<file path="config.mk">
export PLATFORM = sky130hd
export DESIGN_NAME = pong_display_scan
export DESIGN_NICKNAME = d
export VERILOG_FILES = /design/src/rtl/pong_display_scan.sv
export SDC_FILE = /design/constraint.sdc
export NUM_CORES = 1
export LEC_CHECK = 0
export CORE_MARGIN = 2
export CORE_UTILIZATION = 38
export DETAILED_ROUTE_END_ITERATION = 8
export PLACE_DENSITY = 0.62
export SYNTH_ARGS = -nofsm -noshare
export SYNTH_HDL_FRONTEND = slang
export SYNTH_SLANG_ARGS = --single-unit
</file>
<file path="constraint.sdc">
create_clock -name clk -period 3.17 [get_ports clk]
set_input_delay 0.4755 -clock clk [delete_from_list [all_inputs] [get_ports clk]]
set_output_delay 0.4755 -clock clk [all_outputs]
set_load 0.01 [all_outputs]
</file>
<file path="src/rtl/pong_display_scan.sv">
// Row-scanning LED-matrix driver for the pong playfield: snapshots paddle and
// ball positions once per frame, shifts each 64-column row out, latches, dwells.
module pong_display_scan #(
    parameter int unsigned SHIFT_DIV = 1,
    parameter int unsigned DWELL     = 256
) (
    input  logic        clk,
    input  logic        reset,
    input  logic [31:0] leftPaddlePosition,
    input  logic [31:0] rightPaddlePosition,
    input  logic [5:0]  xBallPosition,
    input  logic [4:0]  yBallPosition,
    input  logic        displayEnable,
    output logic        serialData,
    output logic        shiftClk,
    output logic        latch,
    output logic        outputEnable,
    output logic [4:0]  rowSelect,
    output logic        frameStart
);

    localparam int unsigned ROWS    = 32;
    localparam int unsigned COLS    = 64;
    localparam int unsigned ROW_W   = 5;
    localparam int unsigned COL_W   = 6;
    localparam int unsigned CNT_MAX = (SHIFT_DIV > DWELL) ? SHIFT_DIV : DWELL;
    localparam int unsigned CNT_W   = $clog2(CNT_MAX + 1);

    typedef enum logic [1:0] {
        ST_SNAP  = 2'd0,
        ST_SHIFT = 2'd1,
        ST_LATCH = 2'd2,
        ST_DWELL = 2'd3
    } state_e;

    state_e             state_q, state_d;
    logic [ROW_W-1:0]   row_q, row_d;
    logic [COL_W-1:0]   bit_q, bit_d;
    logic [CNT_W-1:0]   div_q, div_d;
    logic               phase_q, phase_d;
    logic [ROWS-1:0]    left_q, left_d;
    logic [ROWS-1:0]    right_q, right_d;
    logic [COL_W-1:0]   xball_q, xball_d;
    logic [ROW_W-1:0]   yball_q, yball_d;

    logic               serial_q, serial_d;
    logic               sclk_q, sclk_d;
    logic               latch_q, latch_d;
    logic               oe_q, oe_d;
    logic [ROW_W-1:0]   row_sel_q, row_sel_d;
    logic               frame_start_q, frame_start_d;

    logic [COL_W-1:0]   col_c;
    logic               pixel_c;

    // Next-state logic; outputs are derived from the next state so they are
    // registered yet aligned with the state they describe.
    always_comb begin
        state_d       = state_q;
        row_d         = row_q;
        bit_d         = bit_q;
        div_d         = div_q;
        phase_d       = phase_q;
        left_d        = left_q;
        right_d       = right_q;
        xball_d       = xball_q;
        yball_d       = yball_q;
        frame_start_d = 1'b0;

        case (state_q)
            ST_SNAP: begin
                if (displayEnable) begin
                    state_d       = ST_SHIFT;
                    row_d         = '0;
                    bit_d         = '0;
                    div_d         = '0;
                    phase_d       = 1'b0;
                    left_d        = leftPaddlePosition;
                    right_d       = rightPaddlePosition;
                    xball_d       = xBallPosition;
                    yball_d       = yBallPosition;
                    frame_start_d = 1'b1;
                end
            end
            ST_SHIFT: begin
                if (div_q == CNT_W'(SHIFT_DIV - 1)) begin
                    div_d = '0;
                    if (phase_q) begin
                        phase_d = 1'b0;
                        if (bit_q == COL_W'(COLS - 1)) begin
                            state_d = ST_LATCH;
                        end else begin
                            bit_d = bit_q + COL_W'(1);
                        end
                    end else begin
                        phase_d = 1'b1;
                    end
                end else begin
                    div_d = div_q + CNT_W'(1);
                end
            end
            ST_LATCH: begin
                state_d = ST_DWELL;
                div_d   = '0;
            end
            ST_DWELL: begin
                if (div_q == CNT_W'(DWELL - 1)) begin
                    div_d   = '0;
                    bit_d   = '0;
                    phase_d = 1'b0;
                    if (row_q == ROW_W'(ROWS - 1)) begin
                        row_d   = '0;
                        state_d = ST_SNAP;
                    end else begin
                        row_d   = row_q + ROW_W'(1);
                        state_d = ST_SHIFT;
                    end
                end else begin
                    div_d = div_q + CNT_W'(1);
                end
            end
            default: state_d = ST_SNAP;
        endcase

        // Column 63 is emitted first, so bit index 0 maps to column 63.
        col_c   = COL_W'(COLS - 1) - bit_d;
        pixel_c = ((col_c == COL_W'(0))        && left_d[row_d])  ||
                  ((col_c == COL_W'(COLS - 1)) && right_d[row_d]) ||
                  ((col_c == xball_d) && (row_d == yball_d));

        serial_d  = (state_d == ST_SHIFT) && pixel_c;
        sclk_d    = (state_d == ST_SHIFT) && phase_d;
        latch_d   = (state_d == ST_LATCH);
        oe_d      = (state_d == ST_DWELL);
        row_sel_d = latch_d ? row_d : row_sel_q;
    end

    always_ff @(posedge clk) begin
        if (!reset) begin
            state_q       <= ST_SNAP;
            row_q         <= '0;
            bit_q         <= '0;
            div_q         <= '0;
            phase_q       <= 1'b0;
            left_q        <= '0;
            right_q       <= '0;
            xball_q       <= '0;
            yball_q       <= '0;
            serial_q      <= 1'b0;
            sclk_q        <= 1'b0;
            latch_q       <= 1'b0;
            oe_q          <= 1'b0;
            row_sel_q     <= '0;
            frame_start_q <= 1'b0;
        end else begin
            state_q       <= state_d;
            row_q         <= row_d;
            bit_q         <= bit_d;
            div_q         <= div_d;
            phase_q       <= phase_d;
            left_q        <= left_d;
            right_q       <= right_d;
            xball_q       <= xball_d;
            yball_q       <= yball_d;
            serial_q      <= serial_d;
            sclk_q        <= sclk_d;
            latch_q       <= latch_d;
            oe_q          <= oe_d;
            row_sel_q     <= row_sel_d;
            frame_start_q <= frame_start_d;
        end
    end

    assign serialData   = serial_q;
    assign shiftClk     = sclk_q;
    assign latch        = latch_q;
    assign outputEnable = oe_q;
    assign rowSelect    = row_sel_q;
    assign frameStart   = frame_start_q;

endmodule

</file>
==> impl_metrics.sql, run 1 <==
INSERT INTO impl_metrics (metric_group, metric, value, unit) VALUES
('outcome', 'run_status', 'completed', ''),
('worst_setup_path', 'critPathMostFrequentCell', 'sky130_fd_sc_hd__ha_1', ''),
('synth', 'yosys_warnings', '0', ''),
('power', 'ir_worst_vdd', '0.000285', 'V'),
('routing', 'via_count', '4964', ''),
('power', 'p_total', '3.39', 'mW'),
('worst_setup_path', 'worst-endpoint-required', '3.48', 'ns'),
('min_path', 'hold_path.startpoint', 'reset', ''),
('timing', 'final_hold_viol_count', '0', ''),
('grt', 'global_route.overflow_total', '0', ''),
('cts', 'cts.htree.levels', '3', ''),
('synth', 'ys_top_cells_by_area', 'sky130_fd_sc_hd__dfxtp_1 (39%), sky130_fd_sc_hd__nand2_1 (11%), sky130_fd_sc_hd__a21boi_0 (8.4%), sky130_fd_sc_hd__mux4_2 (4.4%), sky130_fd_sc_hd__a21oi_1 (3.5%)', ''),
('finish', 'layout.nets', '846', ''),
('finish', 'final_cell_mix', 'sky130_fd_sc_hd__nand2_1 (156), sky130_fd_sc_hd__dfxtp_1 (108), sky130_fd_sc_hd__clkdlybuf4s50_1 (86)', ''),
('placement', 'routabilityCongestion', '0.875', ''),
('worst_setup_path', 'worst-setup-path-type', 'register to register', ''),
('finish', 'final_cell_count_no_fill', '945', ''),
('power', 'power.share.combinational', '22.4', '%'),
('power', 'leakage_power_of_the_design', '2.75', 'nW'),
('timing', 'setup_total_negative_slack', '0', 'ns'),
('cts', 'cts_max_path_buffers', '2', ''),
('placement', 'placement.io_buffers', '87', ''),
('grt', 'gr-usage-met3', '5.13', '%'),
('floorplan', 'initial_utilization', '38.7', '%'),
('grt', 'grt_start_max_net_pins', '97', ''),
('floorplan', 'core_area', '0.0145', 'sq mm'),
('timing', 'total_setup_violations_reported_at_the_end_of_the_flow', '0', ''),
('timing', 'final.setup_skew', '0.00944', 'ns'),
('synth', 'mappedNetlistNets', '753', ''),
('grt', 'grt_pass1_wl', '24300', 'microns'),
('worst_setup_path', 'critical-path-top-delay-family', 'simple AND/OR/NAND/NOR gates', ''),
('timing', 'maxSlewViolCount', '0', ''),
('finish', 'drive_gt1_share', '12.1', '%'),
('floorplan', 'num_io_pins', '88', ''),
('power', 'power_share_of_the_sequential_group', '44.1', '%'),
('cts', 'cts-buffers-inserted', '9', ''),
('routing', 'antenna_left', '0', ''),
('synth', 'synth-seq-cells', '108', ''),
('floorplan', 'die_width', '126', 'microns'),
('power', 'power_frac_clock', '33.5', '%'),
('power', 'netSwitchingPower', '955', 'uW'),
('worst_setup_path', 'start_kind', 'register', ''),
('worst_setup_path', 'worst_setup_path_end_kind', 'register', ''),
('timing', 'post-route-period-util', '94.5', '%'),
('grt', 'vias_in_the_first_global_route', '4856', ''),
('power', 'powerDensity', '472', 'mW/mm^2'),
('floorplan', 'num_rows', '44', ''),
('finish', 'areaGrowthSynthToFinish', '28.0', '%'),
('synth', 'yosysSeqAreaShare', '38.5', '%'),
('synth', 'synth_edf_count', '0', ''),
('synth', 'synth_cells', '663', ''),
('cts', 'path_clk_slew', '0.08', 'ns'),
('worst_setup_path', 'cp_slowest_stage_delay', '0.55', 'ns'),
('synth', 'synth-main-ff-cell', 'sky130_fd_sc_hd__dfxtp_1', ''),
('synth', 'synth_cell_type_count', '65', ''),
('routing', 'drt-initial-drc-count', '273', ''),
('worst_setup_path', 'arrival_time_at_the_worst_endpoint', '3.30', 'ns'),
('job', 'drv_cap', '0', ''),
('worst_setup_path', 'worstPathMaxFanout', '5', ''),
('power', 'power.share.switching', '28.2', '%'),
('cts', 'clk_latency', '0.36', 'ns'),
('timing', 'slew_headroom', '43.7', '%'),
('routing', 'drt-wirelength-per-cell', '15.8', 'microns'),
('timing', 'achievable-frequency', '334', 'MHz'),
('cts', 'cts_tree', 'built', ''),
('grt', 'antenna_violations_before_repair', '0', ''),
('finish', 'diodes_inserted', '0', ''),
('timing', 'fin_crit', '2.99', 'ns'),
('worst_setup_path', 'critPathBufInv', '0', ''),
('finish', 'mostFrequentLayoutCell', 'sky130_fd_sc_hd__nand2_1', ''),
('routing', 'routed_via_density', '5.25', '');
## cell type report
type | instances | area (sq um)
clock inverter | 5 | 60.1
timing repair buffer | 125 | 1180
multi-input combinational | 504 | 3290
sequential | 108 | 2160
fill | 1389 | 7300
inverter | 8 | 30.0
tap | 184 | 230
clock buffer | 11 | 233
## worst paths after layout
kind,to,slack (ns),cells past startpoint
setup reg to reg,serialData,0.18,13
hold reg to reg,right_q[18],0.47,2
hold / removal,state_q[0],0.41,2
setup / recovery,serialData,0.18,13
## cells in the mapped netlist, types with 5 or more instances
library cell / number
sky130_fd_sc_hd__xor2_1: 7
sky130_fd_sc_hd__ha_1: 12
sky130_fd_sc_hd__xnor2_1: 10
sky130_fd_sc_hd__o21ai_0: 11
sky130_fd_sc_hd__nor2b_1: 22
sky130_fd_sc_hd__a21oi_1: 39
sky130_fd_sc_hd__nand3_1: 13
sky130_fd_sc_hd__and2_1: 8
sky130_fd_sc_hd__nor2_1: 19
sky130_fd_sc_hd__nand2_1: 158
sky130_fd_sc_hd__dfxtp_1: 108
sky130_fd_sc_hd__buf_1: 5
sky130_fd_sc_hd__inv_1: 8
sky130_fd_sc_hd__mux4_2: 11
sky130_fd_sc_hd__nand4_1: 13
sky130_fd_sc_hd__clkbuf_1: 31
sky130_fd_sc_hd__a21boi_0: 63
sky130_fd_sc_hd__o211ai_1: 11
sky130_fd_sc_hd__nand2b_1: 6
sky130_fd_sc_hd__mux2i_1: 14
sky130_fd_sc_hd__nor3_1: 10
sky130_fd_sc_hd__a21o_1: 9
## layer usage
metal  routed length, microns  vias to the layer above  part of all wire, %
met5                        0                        -                    0
met4                      365                        0                  2.4
met3                      503                       23                  3.4
met2                     7350                       81                   49
met1                     6680                     2363                   45
li1                         -                     2497                    -
## registers in the layout, indices dropped and copies added (netlist names)
register,cells
left_q,32
right_q,32
div_q,9
bit_q,6
xball_q,6
rowSelect,5
row_q,5
yball_q,5
state_q,2
frameStart,1
latch,1
outputEnable,1
phase_q,1
serialData,1
shiftClk,1
## repair_timing
item	4_1_cts	5_1_grt
hold buffers	0	0
setup endpoints to repair	1	1
setup buffers	0	1
gates resized for setup	1	11
## metrics by stage
step / util [%] / hold WS [ns] / setup WS (ns) / cell area [sq um]
floorplan: - / 0.438 / 0.273 / 5610
global placement: 47.1 / 0.448 / 0.0840 / 6820
detailed placement: 47.1 / 0.459 / -0.0243 / 6820
CTS: 49.1 / 0.387 / 0.0166 / 7110
global route: 49.6 / 0.401 / -0.0126 / 7180
finish: 49.6 / 0.407 / 0.175 / 7180
## power by group through the flow
stage               logic (mW)  registers (mW)  clock network, mW
floorplan                0.483            1.52                  0
finish                   0.759            1.49               1.14
global route             0.839            1.50               1.21
global placement         0.733            1.52                  0
detailed placement       0.750            1.53                  0
CTS                      0.754            1.49               1.16
## cell families (layout without fill, tap and decap cells)
kind of cell,after synthesis,after routing,share of synthesized area [%]
buffers and inverters,51,149,4.04
and+or+nand+nor,281,281,24.2
xor gates and xnor gates,17,17,2.65
AOI/OAI and AO/OA,168,168,20.8
DFF,108,108,38.5
adders and majority gates,12,12,2.68
muxes,26,26,7.11
(Power assumes the default switching activity.)
==> run 2: changes to the inputs <==
PLACE_DENSITY = unset   (was 0.62)
PLACE_DENSITY_LB_ADDON = 0.25   (was unset)
clock period = 3.1 ns   (was 3.17 ns; I/O delays follow)
==> run 2 against run 1 <==
Compared with the run above: total power fell by 0.63%; clock power fell by 9%; combinational power rose by 5.0%; worst hold slack improved by 0.058 ns; sequential share of layout area fell by 0.13 points; sequential power rose by 3%; global-route usage fell by 0.29 points; non-clock buffer count rose by 9; fmax rose by 2.4%; count of clock-buffer cells in the layout rose by 2; die area did not move.
==> impl_metrics.sql, run 2 (synthesis gave the netlist of run 1 again) <==
INSERT INTO impl_metrics (metric_group, metric, value, unit) VALUES
('floorplan', 'num_io_pins', '88', ''),
('floorplan', 'initial_utilization', '38.7', '%'),
('cts', 'ctsRootBufferMaster', 'sky130_fd_sc_hd__clkbuf_16', ''),
('worst_setup_path', 'worst-setup-path-type', 'register to register', ''),
('worst_setup_path', 'worst-endpoint-required', '3.40', 'ns'),
('grt', 'global_route.usage.total', '18.8', '%'),
('routing', 'via_count', '5051', ''),
('finish', 'top_registers', 'left_q x32, right_q x32, div_q x9', ''),
('worst_setup_path', 'worstPathMaxFanout', '4', ''),
('worst_setup_path', 'start_kind', 'register', ''),
('grt', 'grt_pass1_wl', '24200', 'microns'),
('cts', 'clk_latency', '0.36', 'ns'),
('cts', 'cts_max_path_buffers', '2', ''),
('finish', 'layout.core_utilization', '50.0', '%'),
('timing', 'total_setup_violations_reported_at_the_end_of_the_flow', '0', ''),
('timing', 'achievable-frequency', '342', 'MHz'),
('routing', 'drt_first_pass_iters', '5', ''),
('power', 'ir_worst_vdd', '0.000255', 'V'),
('cts', 'clock_sinks', '108', ''),
('timing', 'maxSlewViolCount', '0', ''),
('timing', 'worst-slew-pin-transition', '0.644', 'ns'),
('finish', 'final_cell_mix', 'sky130_fd_sc_hd__nand2_1 (155), sky130_fd_sc_hd__dfxtp_1 (104), sky130_fd_sc_hd__clkdlybuf4s50_1 (86)', ''),
('timing', 'final.setup_skew', '0.00670', 'ns'),
('timing', 'slew_headroom', '56.6', '%'),
('placement', 'dp.final_hpwl', '10900', 'microns'),
('finish', 'postLayoutCellArea', '0.00724', 'sq mm'),
('placement', 'postPlaceCellArea', '0.00689', 'sq mm'),
('routing', 'drt-initial-drc-count', '212', ''),
('finish', 'mostFrequentLayoutCell', 'sky130_fd_sc_hd__nand2_1', ''),
('grt', 'grt_start_max_net_pins', '71', ''),
('job', 'drv_cap', '0', ''),
('placement', 'dp_slack', '-0.151', 'ns'),
('timing', 'final_hold_viol_count', '0', ''),
('finish', 'diodes_inserted', '0', ''),
('worst_setup_path', 'arrival_time_at_the_worst_endpoint', '3.22', 'ns'),
('routing', 'postRouteWirelength', '14800', 'microns'),
('cts', 'cts_tree', 'built', ''),
('floorplan', 'core_area', '0.0145', 'sq mm'),
('timing', 'post-route-period-util', '94.3', '%'),
('placement', 'placement.io_buffers', '87', ''),
('finish', 'filler_cell_count', '1364', ''),
('cts', 'cts.htree.levels', '3', ''),
('grt', 'vias_in_the_first_global_route', '4968', ''),
('finish', 'areaGrowthSynthToFinish', '29.1', '%'),
('floorplan', 'fp.dieH', '126', 'microns'),
('routing', 'drt-wirelength-per-cell', '15.5', 'microns'),
('floorplan', 'die_width', '126', 'microns'),
('grt', 'antenna_violations_before_repair', '0', ''),
('floorplan', 'die-area', '0.0158', 'sq mm'),
('timing', 'fin_crit', '2.92', 'ns'),
('timing', 'finalWorstSetupSlack', '0.177', 'ns'),
('grt', 'global_route.overflow_total', '0', ''),
('min_path', 'min_path_type', 'register to register', ''),
('cts', 'path_clk_slew', '0.07', 'ns'),
('placement', 'routabilityCongestion', '0.844', ''),
('floorplan', 'num_rows', '44', ''),
('cts', 'ctsHoldBuffers', '0', ''),
('worst_setup_path', 'worst_setup_path_end_kind', 'register', ''),
('routing', 'routed_via_density', '5.30', ''),
('finish', 'drive_gt1_share', '14.0', '%'),
('cts', 'cts-buffers-inserted', '9', ''),
('finish', 'layout.nets', '855', ''),
('routing', 'antenna_left', '0', ''),
('outcome', 'run_status', 'completed', ''),
('power', 'leakage_power_of_the_design', '2.79', 'nW'),
('power', 'powerDensity', '465', 'mW/mm^2'),
('routing', 'post-route-drc-count', '0', '');
## run 2: changes by cell type in the layout (fill, tap and decap cells not counted), sizes merged
| cell | previous run | this run |
|---|---|---|
| clkinv | 2 | 1 |
| inv | 9 | 8 |
| buf | 39 | 48 |
| clkbuf | 11 | 13 |
| bufinv | 1 | 0 |
## run 2: repair_timing
action | in CTS | in global routing
setup endpoints to repair | 1 | 1
gates resized for setup | 8 | 21
buffers inserted | 0 | 0
pin swaps | 1 | 3
## run 2: cell type report
class,count,area [sq um],area share (%)
multi-input combinational,504,3310,45.7
sequential,108,2170,30.0
timing repair buffer,134,1250,17.2
clock buffer,13,240,3.32
tap,184,230,3.18
inverter,8,30.0,0.415
clock inverter,2,12.5,0.173
## run 2: path summary, 6_finish.rpt
path	start	end	slack, ns	depth (start not counted)
setup / recovery	div_q[1]	serialData	0.18	14
hold / removal	right_q[26]	right_q[26]	0.47	2
setup reg to reg	div_q[1]	serialData	0.18	14
hold reg to reg	right_q[26]	right_q[26]	0.47	2
## run 2: report_power, final
group | switching, mW | internal (mW) | leakage (nW)
Clock | 0.503 | 0.541 | 0.120
Sequential | 0.0404 | 1.49 | 0.886
Combinational | 0.408 | 0.389 | 1.78
Total | 0.952 | 2.42 | 2.79
## run 2: critical path, stage by stage (launching register included)
cell	delay (ns)
sky130_fd_sc_hd__dfxtp_2	0.35
sky130_fd_sc_hd__ha_1	0.18
sky130_fd_sc_hd__nand3_1	0.13
sky130_fd_sc_hd__nor2_4	0.15
sky130_fd_sc_hd__ha_1	0.15
sky130_fd_sc_hd__and2b_1	0.22
sky130_fd_sc_hd__or3_4	0.39
sky130_fd_sc_hd__nand2_1	0.10
sky130_fd_sc_hd__o21ai_0	0.10
sky130_fd_sc_hd__a31oi_2	0.26
sky130_fd_sc_hd__buf_4	0.17
sky130_fd_sc_hd__xnor2_1	0.07
sky130_fd_sc_hd__nor4_1	0.26
sky130_fd_sc_hd__nand4_1	0.20
sky130_fd_sc_hd__nand4b_1	0.13
## run 2: metrics by stage
step | power, mW | hold slack [ns] | instances | setup TNS [ns]
floorplan | 2.05 | 0.438 | 663 | 0
global route | 3.54 | 0.487 | 953 | -0.0243
CTS | 3.39 | 0.468 | 953 | 0
detailed placement | 2.34 | 0.458 | 938 | -0.151
global placement | 2.33 | 0.447 | 938 | -0.0873
finish | 3.37 | 0.465 | 953 | 0
## run 2: routing by layer
| layer | vias to the layer above | wire (microns) | GRT usage, % |
|---|---|---|---|
| li1 | 2523 | - | - |
| met1 | 2386 | 6670 | 24.7 |
| met2 | 122 | 7180 | 30.8 |
| met3 | 20 | 723 | 3.12 |
| met4 | 0 | 225 | 7.65 |
| met5 | - | 0 | 0 |
==> run 3: changes to the inputs <==
clock period = 3.13 ns   (was 3.1 ns; I/O delays follow)
==> run 3 against run 2 <==
Compared with the run above: register-to-register slack worse by 0.04 ns; sequential cell count unchanged; critical path type unchanged; fmax down 2.3%; clock skew about the same; via count about the same; cell count down 0.63%; count of clock-buffer cells in the layout down 2; largest power group unchanged.
==> impl_metrics.sql, run 3 (synthesis gave the netlist of run 1 again) <==
INSERT INTO impl_metrics (metric_group, metric, value, unit) VALUES
('routing', 'antenna_left', '0', ''),
('cts', 'cts_tree', 'built', ''),
('timing', 'total_setup_violations_reported_at_the_end_of_the_flow', '0', ''),
('finish', 'filler_cell_count', '1366', ''),
('worst_setup_path', 'critical_path_cell_count', '12', ''),
('finish', 'multiInputGateArea', '0.00331', 'sq mm'),
('placement', 'dp.final_hpwl', '10800', 'microns'),
('timing', 'maxSlewViolCount', '0', ''),
('worst_setup_path', 'worst-endpoint-required', '3.42', 'ns'),
('worst_setup_path', 'cp_slowest_stage_delay', '0.47', 'ns'),
('cts', 'cts-buffers-inserted', '9', ''),
('placement', 'routabilityCongestion', '0.906', ''),
('worst_setup_path', 'arrival_time_at_the_worst_endpoint', '3.29', 'ns'),
('power', 'powerDensity', '509', 'mW/mm^2'),
('grt', 'grt_start_max_net_pins', '97', ''),
('timing', 'setup_total_negative_slack', '0', 'ns'),
('timing', 'final_hold_viol_count', '0', ''),
('grt', 'global_route.overflow_total', '0', ''),
('grt', 'grt_pass1_wl', '24300', 'microns'),
('placement', 'placement.io_buffers', '87', ''),
('cts', 'cts_max_path_buffers', '2', ''),
('finish', 'diodes_inserted', '0', ''),
('routing', 'drt-wirelength-per-cell', '15.6', 'microns'),
('worst_setup_path', 'critPathBufInv', '2', ''),
('routing', 'drt-initial-drc-count', '281', ''),
('timing', 'final.setup_skew', '0.00702', 'ns'),
('cts', 'ctsRootBufferMaster', 'sky130_fd_sc_hd__clkbuf_16', ''),
('finish', 'layout.core_utilization', '50.3', '%'),
('floorplan', 'initial_utilization', '38.7', '%'),
('cts', 'cts.htree.levels', '3', ''),
('timing', 'fin_crit', '2.99', 'ns'),
('finish', 'final_cell_mix', 'sky130_fd_sc_hd__nand2_1 (156), sky130_fd_sc_hd__dfxtp_1 (103), sky130_fd_sc_hd__clkdlybuf4s50_1 (86)', ''),
('worst_setup_path', 'start_kind', 'register', ''),
('cts', 'clk_latency', '0.35', 'ns'),
('floorplan', 'num_io_pins', '88', ''),
('timing', 'fin_worst_hold_slack', '0.399', 'ns'),
('floorplan', 'num_rows', '44', ''),
('min_path', 'min_path_type', 'input port to register', ''),
('finish', 'final-seq-area', '0.00217', 'sq mm'),
('worst_setup_path', 'critical-path-top-delay-family', 'simple AND/OR/NAND/NOR gates', ''),
('cts', 'ctsHoldBuffers', '0', ''),
('timing', 'slew_headroom', '45.8', '%'),
('routing', 'postRouteWirelength', '14800', 'microns'),
('cts', 'clock_sinks', '108', ''),
('power', 'leakage_power_of_the_design', '2.81', 'nW'),
('finish', 'layout.nets', '848', ''),
('floorplan', 'die-area', '0.0158', 'sq mm'),
('routing', 'drt_first_pass_iters', '5', ''),
('worst_setup_path', 'worstPathMaxFanout', '3', ''),
('grt', 'global_route.usage.total', '18.7', '%'),
('finish', 'final_cell_count_no_fill', '947', ''),
('worst_setup_path', 'worst_setup_path_end_kind', 'register', ''),
('timing', 'finalWorstSetupSlack', '0.138', 'ns'),
('finish', 'areaGrowthSynthToFinish', '29.9', '%'),
('worst_setup_path', 'critPathSlowestCell', 'sky130_fd_sc_hd__or4b_4', ''),
('worst_setup_path', 'r2r_cell_count', '12', ''),
('outcome', 'run_status', 'completed', ''),
('worst_setup_path', 'worst-setup-path-type', 'register to register', ''),
('placement', 'post-place-cells', '930', ''),
('finish', 'mostFrequentLayoutCell', 'sky130_fd_sc_hd__nand2_1', ''),
('cts', 'path_clk_slew', '0.07', 'ns'),
('routing', 'routed_via_density', '5.33', ''),
('worst_setup_path', 'crit_chain', 'inv_2, ha_1, nor4b_4, nand3_2, or3_4, or3_1, nand3_2, or4b_4, nor4b_4, buf_4, nand4_1, nand4b_1', ''),
('grt', 'antenna_violations_before_repair', '0', ''),
('finish', 'top_registers', 'left_q x32, right_q x32, div_q x9', ''),
('routing', 'via_count', '5048', ''),
('power', 'ir_worst_vdd', '0.000322', 'V'),
('floorplan', 'fp.dieH', '126', 'microns'),
('timing', 'post-route-period-util', '95.6', '%'),
('floorplan', 'core_area', '0.0145', 'sq mm'),
('timing', 'worst-slew-pin-transition', '0.812', 'ns'),
('timing', 'achievable-frequency', '334', 'MHz'),
('floorplan', 'die_width', '126', 'microns'),
('finish', 'drive_gt1_share', '13.9', '%'),
('job', 'drv_cap', '0', ''),
('grt', 'vias_in_the_first_global_route', '4965', ''),
('routing', 'post-route-drc-count', '0', ''),
('placement', 'dp_slack', '-0.0585', 'ns'),
('min_path', 'hold_depth', '2', '');
run 3: final cells by class:
class,instances,area share [%]
clock inverter,5,1.77
multi-input combinational,504,45.4
tap,184,3.16
timing repair buffer,127,16.0
sequential,108,29.8
clock buffer,11,3.47
inverter,8,0.412
run 3: path summary, 6_finish.rpt:
path | from | endpoint | slack (ns)
max | div_q[0] | serialData | 0.14
max reg2reg | div_q[0] | serialData | 0.14
min reg2reg | left_q[2] | left_q[2] | 0.47
min | reset | state_q[0] | 0.40
run 3: power by group:
| part | internal, mW | switching [mW] | total [mW] |
|---|---|---|---|
| sequential | 1.48 | 0.0430 | 1.52 |
| clock | 0.910 | 0.524 | 1.43 |
| combinational | 0.362 | 0.396 | 0.758 |
| total | 2.75 | 0.963 | 3.71 |
run 3: layer usage:
metal	track usage (%)	vias up	routed length, microns
li1	-	2507	-
met1	24.0	2419	6670
met2	32.2	107	7220
met3	4.15	15	656
met4	4.64	0	212
met5	0	-	0
run 3: worst reg2reg max path: stages, from the launching register on:
cell and delay, ns:
sky130_fd_sc_hd__dfxtp_2 0.35, sky130_fd_sc_hd__inv_2 0.07, sky130_fd_sc_hd__ha_1 0.14, sky130_fd_sc_hd__nor4b_4 0.22
sky130_fd_sc_hd__nand3_2 0.14, sky130_fd_sc_hd__or3_4 0.40, sky130_fd_sc_hd__or3_1 0.33, sky130_fd_sc_hd__nand3_2 0.08
sky130_fd_sc_hd__or4b_4 0.47, sky130_fd_sc_hd__nor4b_4 0.31, sky130_fd_sc_hd__buf_4 0.16, sky130_fd_sc_hd__nand4_1 0.13
sky130_fd_sc_hd__nand4b_1 0.12
run 3: metrics by stage:
stage / cell area [sq um] / power (mW)
2_1_floorplan: 5610 / 2.03
3_3_place_gp: 6810 / 2.28
3_5_place_dp: 6810 / 2.30
4_1_cts: 7200 / 3.73
5_1_grt: 7290 / 3.87
6_report: 7290 / 3.71
run 3: timing repair:
action	CTS	global route
buffers inserted	0	1
cloned	0	0
setup endpoints to repair	1	1
gates resized for setup	2	22
pin swaps	0	5
